## src/rtl/tx_bit_timer.sv

```systemverilog
// -----------------------------------------------------------------------------
// tx_bit_timer
//
// Bit / byte / packet timer for the USB bulk-transfer TX path. Emits one
// shift_en strobe per bit period, a byte_done pulse on the last bit of each
// byte and a pkt_done pulse on the last bit of the programmed packet. pause
// freezes every counter (not just the strobe), so a paused bit still spends
// exactly CLKS_PER_BIT active cycles in total.
//
// Optional feature (compile-time macro TX_TIMER_STUFF_EN):
//   when defined, stuff_req sampled on a shift_en inserts one stuff period
//   (CLKS_PER_BIT active cycles ending in stuff_slot instead of shift_en).
//   When undefined, stuff_req is ignored, stuff_slot is 0 and no stuff flop
//   exists.
//
// Ports:
//   clk        in   system clock, rising edge
//   rst        in   asynchronous active-high reset
//   start      in   begin a packet (honoured only while idle, pkt_len != 0)
//   pause      in   freeze all counters while high
//   clear      in   synchronous abort to idle, highest priority after rst
//   pkt_len    in   [LEN_W] byte count, latched on an accepted start
//   stuff_req  in   request a stuff period after the current bit
//   shift_en   out  strobe at the end of each data bit period
//   byte_done  out  pulse with the last shift_en of a byte
//   pkt_done   out  pulse with the last byte_done of the packet
//   stuff_slot out  strobe at the end of a stuff period
//   busy       out  high while a packet is in progress (RUN or HOLD)
//   bit_idx    out  [$clog2(BITS_PER_BYTE)] bit index within the byte
//   byte_cnt   out  [LEN_W] bytes completed in this packet
// -----------------------------------------------------------------------------
module tx_bit_timer #(
    parameter int  CLKS_PER_BIT  = 8,
    parameter int  BITS_PER_BYTE = 8,
    parameter int  LEN_W         = 7,
    localparam int BIT_W         = $clog2(BITS_PER_BYTE)
) (
    input  logic             clk,
    input  logic             rst,
    input  logic             start,
    input  logic             pause,
    input  logic             clear,
    input  logic [LEN_W-1:0] pkt_len,
    input  logic             stuff_req,
    output logic             shift_en,
    output logic             byte_done,
    output logic             pkt_done,
    output logic             stuff_slot,
    output logic             busy,
    output logic [BIT_W-1:0] bit_idx,
    output logic [LEN_W-1:0] byte_cnt
);

    localparam int               CNT_W    = $clog2(CLKS_PER_BIT);
    localparam logic [CNT_W-1:0] CNT_LAST = CNT_W'(CLKS_PER_BIT - 1);
    localparam logic [BIT_W-1:0] BIT_LAST = BIT_W'(BITS_PER_BYTE - 1);

    typedef enum logic [1:0] {
        ST_IDLE = 2'd0,
        ST_RUN  = 2'd1,
        ST_HOLD = 2'd2
    } state_t;

    state_t           state_r, state_s;
    logic [CNT_W-1:0] clk_cnt_r, clk_cnt_s;
    logic [BIT_W-1:0] bit_idx_r, bit_idx_s;
    logic [LEN_W-1:0] byte_cnt_r, byte_cnt_s;
    logic [LEN_W-1:0] len_q_r, len_q_s;

    logic active_s;
    logic period_end_s;
    logic stuff_cur_s;
    logic shift_en_s;
    logic stuff_slot_s;
    logic byte_done_s;
    logic pkt_done_s;

`ifdef TX_TIMER_STUFF_EN
    // High for the whole of a stuff period.
    logic stuff_r, stuff_s;
    assign stuff_cur_s = stuff_r;
`else
    logic unused_stuff_req_s;
    assign stuff_cur_s        = 1'b0;
    assign unused_stuff_req_s = stuff_req;
`endif

    // Strobe decode: combinational from registered state plus pause/clear,
    // so a pause or clear in the final cycle of a period suppresses its strobe.
    always_comb begin
        active_s     = (state_r == ST_RUN) && !pause && !clear;
        period_end_s = active_s && (clk_cnt_r == CNT_LAST);
        shift_en_s   = period_end_s && !stuff_cur_s;
        stuff_slot_s = period_end_s && stuff_cur_s;
        byte_done_s  = shift_en_s && (bit_idx_r == BIT_LAST);
        pkt_done_s   = byte_done_s && ((byte_cnt_r + LEN_W'(1)) == len_q_r);
    end

    // Next-state and counter update; everything holds unless explicitly changed.
    always_comb begin
        state_s    = state_r;
        clk_cnt_s  = clk_cnt_r;
        bit_idx_s  = bit_idx_r;
        byte_cnt_s = byte_cnt_r;
        len_q_s    = len_q_r;
`ifdef TX_TIMER_STUFF_EN
        stuff_s    = stuff_r;
`endif
        if (clear) begin
            state_s    = ST_IDLE;
            clk_cnt_s  = {CNT_W{1'b0}};
            bit_idx_s  = {BIT_W{1'b0}};
            byte_cnt_s = {LEN_W{1'b0}};
            len_q_s    = {LEN_W{1'b0}};
`ifdef TX_TIMER_STUFF_EN
            stuff_s    = 1'b0;
`endif
        end else begin
            case (state_r)
                ST_IDLE: begin
                    if (start && (pkt_len != {LEN_W{1'b0}})) begin
                        state_s    = ST_RUN;
                        len_q_s    = pkt_len;
                        clk_cnt_s  = {CNT_W{1'b0}};
                        bit_idx_s  = {BIT_W{1'b0}};
                        byte_cnt_s = {LEN_W{1'b0}};
`ifdef TX_TIMER_STUFF_EN
                        stuff_s    = 1'b0;
`endif
                    end else begin
                        state_s = ST_IDLE;
                    end
                end
                ST_RUN: begin
                    if (pause) begin
                        state_s = ST_HOLD;
                    end else if (period_end_s) begin
                        clk_cnt_s = {CNT_W{1'b0}};
                        if (stuff_cur_s) begin
                            // Stuff period: bit and byte position do not move.
                            state_s = ST_RUN;
`ifdef TX_TIMER_STUFF_EN
                            stuff_s = 1'b0;
`endif
                        end else begin
`ifdef TX_TIMER_STUFF_EN
                            // No stuff bit after the final bit of the packet.
                            stuff_s = stuff_req && !pkt_done_s;
`endif
                            if (byte_done_s) begin
                                bit_idx_s  = {BIT_W{1'b0}};
                                byte_cnt_s = byte_cnt_r + LEN_W'(1);
                            end else begin
                                bit_idx_s = bit_idx_r + BIT_W'(1);
                            end
                            if (pkt_done_s) begin
                                state_s = ST_IDLE;
                            end else begin
                                state_s = ST_RUN;
                            end
                        end
                    end else begin
                        clk_cnt_s = clk_cnt_r + CNT_W'(1);
                        state_s   = ST_RUN;
                    end
                end
                ST_HOLD: begin
                    if (pause) begin
                        state_s = ST_HOLD;
                    end else begin
                        state_s = ST_RUN;
                    end
                end
                default: begin
                    state_s = ST_IDLE;
                end
            endcase
        end
    end

    // State and counter registers.
    always_ff @(posedge clk or posedge rst) begin
        if (rst) begin
            state_r    <= ST_IDLE;
            clk_cnt_r  <= {CNT_W{1'b0}};
            bit_idx_r  <= {BIT_W{1'b0}};
            byte_cnt_r <= {LEN_W{1'b0}};
            len_q_r    <= {LEN_W{1'b0}};
`ifdef TX_TIMER_STUFF_EN
            stuff_r    <= 1'b0;
`endif
        end else begin
            state_r    <= state_s;
            clk_cnt_r  <= clk_cnt_s;
            bit_idx_r  <= bit_idx_s;
            byte_cnt_r <= byte_cnt_s;
            len_q_r    <= len_q_s;
`ifdef TX_TIMER_STUFF_EN
            stuff_r    <= stuff_s;
`endif
        end
    end

    assign shift_en   = shift_en_s;
    assign byte_done  = byte_done_s;
    assign pkt_done   = pkt_done_s;
    assign stuff_slot = stuff_slot_s;
    assign busy       = (state_r != ST_IDLE);
    assign bit_idx    = bit_idx_r;
    assign byte_cnt   = byte_cnt_r;

endmodule

```

## config.mk

```make
export PLATFORM = sky130hd
export DESIGN_NAME = tx_bit_timer
export DESIGN_NICKNAME = d
export VERILOG_FILES = /design/src/rtl/tx_bit_timer.sv
export SDC_FILE = /design/constraint.sdc
export NUM_CORES = 1
export LEC_CHECK = 0
export ABC_CLOCK_PERIOD_IN_PS = 2440
export CORE_MARGIN = 2
export CORE_UTILIZATION = 50
export CTS_CLUSTER_SIZE = 16
export DETAILED_ROUTE_END_ITERATION = 6
export GPL_ROUTABILITY_DRIVEN = 1
export PLACE_DENSITY = 0.91
export SLEW_MARGIN = 20
export SYNTH_ARGS = -nofsm -noshare
export SYNTH_HDL_FRONTEND = slang
export SYNTH_SLANG_ARGS = --single-unit
```

## constraint.sdc

```tcl
create_clock -name clk -period 2.44 [get_ports clk]
set_input_delay 0.488 -clock clk [delete_from_list [all_inputs] [get_ports clk]]
set_output_delay 0.488 -clock clk [all_outputs]
set_load 0.01 [all_outputs]
```

==> results of run 1 <==
==> registers in the layout (all words and copies together), names as in the netlist <==
register	cells
bit_idx	3
byte_cnt	7
clk_cnt_r	3
len_q_r	7
state_r	2
==> timing repair <==
item                       CTS  global route
setup endpoints to repair    3             1
gates cloned                 0             0
resized for setup           14             5
buffers inserted             0             2
pin swaps                    2             1
==> path summary, 6_finish.rpt <==
| kind | to | cells after the start | slack, ns | startpoint |
|---|---|---|---|---|
| max | pkt_done | 9 | -0.01 | clk_cnt_r[0] |
| min | byte_cnt[0] | 3 | 0.49 | rst |
| max reg2reg | len_q_r[3] | 5 | 0.35 | state_r[1] |
| min reg2reg | bit_idx[2] | 2 | 0.53 | bit_idx[2] |
| max in group asynchronous | state_r[0] | 3 | 1.73 | rst |
| min in group clk | bit_idx[2] | 2 | 0.53 | bit_idx[2] |
==> cells in the final DEF, fill, tap and decap left out, types with 4 or more instances in the layout <==
cell             instances
o31ai_1                  4
nor2_1                   8
clkdlybuf4s50_1         21
a22o_1                   8
o21ai_0                 11
nand2_1                 16
dfrtp_1                 22
buf_4                   31
xnor2_1                  7
==> power breakdown <==
| group | total, µW | leakage, µW | switching [µW] | internal (µW) |
|---|---|---|---|---|
| registers | 391 | 0.000302 | 12.3 | 378 |
| clock network | 282 | 0.0000279 | 116 | 166 |
| logic | 155 | 0.000513 | 75.2 | 79.3 |
==> cell families (layout without fill, tap and decap cells) <==
family,count (synthesis),after routing,synth area share [%]
XOR/XNOR,11,11,7.48
buffers and inverters,9,64,3.69
flip-flops,22,22,42.7
other,1,1,0.291
multiplexers,1,1,0.874
AO/OA/AOI/OAI,33,33,18.6
adder cells (fa/ha/maj),5,5,4.85
AND/OR/NAND/NOR,50,50,21.5
==> routing by layer <==
metal | vias up | GRT usage [%]
li1 | 583 | -
met1 | 628 | 30.1
met2 | 67 | 44.2
met3 | 17 | 3.83
met4 | 0 | 12.5
met5 | - | 0
==> layout make-up <==
cell class,instances,area [µm²]
clock buffer,3,22.5
multi-input combinational,101,739
timing repair buffer,56,475
fill,143,584
inverter,4,15.0
clock inverter,1,30.0
sequential,22,551
tap,30,37.5
==> metrics by stage <==
step	utilization, %	hold slack (ns)
global route	76.2	0.519
CTS	74.4	0.513
floorplan	-	0.454
finish	76.2	0.492
detailed placement	71.8	0.489
global placement	71.8	0.466
==> critical path: stages, from the launching register on <==
cell,delay [ns]
dfrtp_1,0.43
ha_4,0.16
ha_4,0.13
nor2b_4,0.17
nand3_4,0.09
inv_2,0.07
nand4_1,0.08
nor3_2,0.19
a21boi_2,0.18
buf_2,0.14
==> qor.txt, run 1 <==
Slew headroom - 58.1%
Failing checks - setup timing
Worst Tran Pin Value - 0.627 ns
Setup slack after layout - -0.00992 ns
Register area share after synthesis - 42.7%
CTS tree - built
Top sig layer - met4
Total Routing Usage GR - 25.4%
Synth area leaders - dfrtp_1 43%, a22o_1 5.4%, xnor2_1 5.4%
Layout cells sized above 1 - 27.3%
EDFF count, synth - 0
Vias in the first global route - 1,143
Synthesis Warnings - 0
Fin Clk Skew - 0.00386 ns
Drt first pass iters - 4
Fin. max-slew vios - 0
Maximum clock path buffer count - 2
Pwr Total - 827 µW
First-pass GRT wire length - 5.31 mm
H-Tree Depth - 1
Vias/cell - 5.97
Critical Path Source Type - register
Routed wl met2 - 1.88 mm
CP Max Fanout - 2
Share of the synthesized area in the top cell type - 42.7%
Fin crit share - 100%
Largest net degree at the start of global routing - 23
Hold Buf Count CTS - 0
Critical path required time - 1.95 ns
Maximum VDD drop - 0.000486 V
Synth unique cells - 40
Cell Area, Placed - 1760 µm²
Worst Path Arrival - 1.96 ns
Clk Tree Root Cell - clkbuf_4
Worst-path clk slew - 0.13 ns
Post-synthesis async set-or-reset flop share - 100%
Routed WL - 3.56 mm
Type of the worst setup path - reg2out
Diode count - 0
Final min period - 2.45 ns
Final net count - 206
IO buf count - 25
DIE AREA - 3000 µm²
Leakage power - 0.000843 µW
Achievable frequency - 408 MHz
Setup TNS - -0.00992 ns
Post-Synthesis Cells - 132
Detailed Place HPWL - 2.44 mm
Synth area leader - dfrtp_1
Met1 Wirelength - 1.35 mm
Most frequent cell after synthesis - dfrtp_1
Initial antenna violation count - 0
Grt ovf - 0
Status - finished, violations left
Min-Delay Path Class - in2async
Crit path capture type - output pin
Starting Density - 52.5%
Pwr Density - 442 nW/µm²
Core Rows - 18
Non-Filler Instances - 217
DR WL/cell - 16.4 µm
CTS Buf Count - 3
Metal3 WL - 218 µm
DRC - 0
Final instance area - 1870 µm²
Die Wd - 54.8 µm
Clk sink count - 22
Post-Syn Area - 1290 µm²
Final hold vios - 0
First-iteration detailed-routing DRC count - 54
Max Cap Violations - 0
Clock Latency Late Sink - 0.32 ns
Vias - 1,295
Syn_nets - 150
Final setup violation count - 1
Ports - 28
DRT antenna net count - 0
Synth top cells by count - 22 x dfrtp_1, 16 x nand2_1, 11 x o21ai_0
Die height - 54.8 µm
Mean Syn Cell Area - 9.76 µm²
Placement Setup Slack - -0.590 ns
Core Box Area - 2450 µm²
Area growth, synth to finish - 45.1%
RD Place Congestion - 0.820
Dpl cells - 211
Post-synthesis register bit count - 22
RSZ-0062 raised after global routing - true
Post-synth top flop - dfrtp_1
No activity file was read; power rests on OpenSTA's default activity.
==> run 2: changes to the inputs <==
ABC_CLOCK_PERIOD_IN_PS = default   (was 2440)
==> results of run 2 <==
Final layout, timing and power as in run 1 (identical DEF).
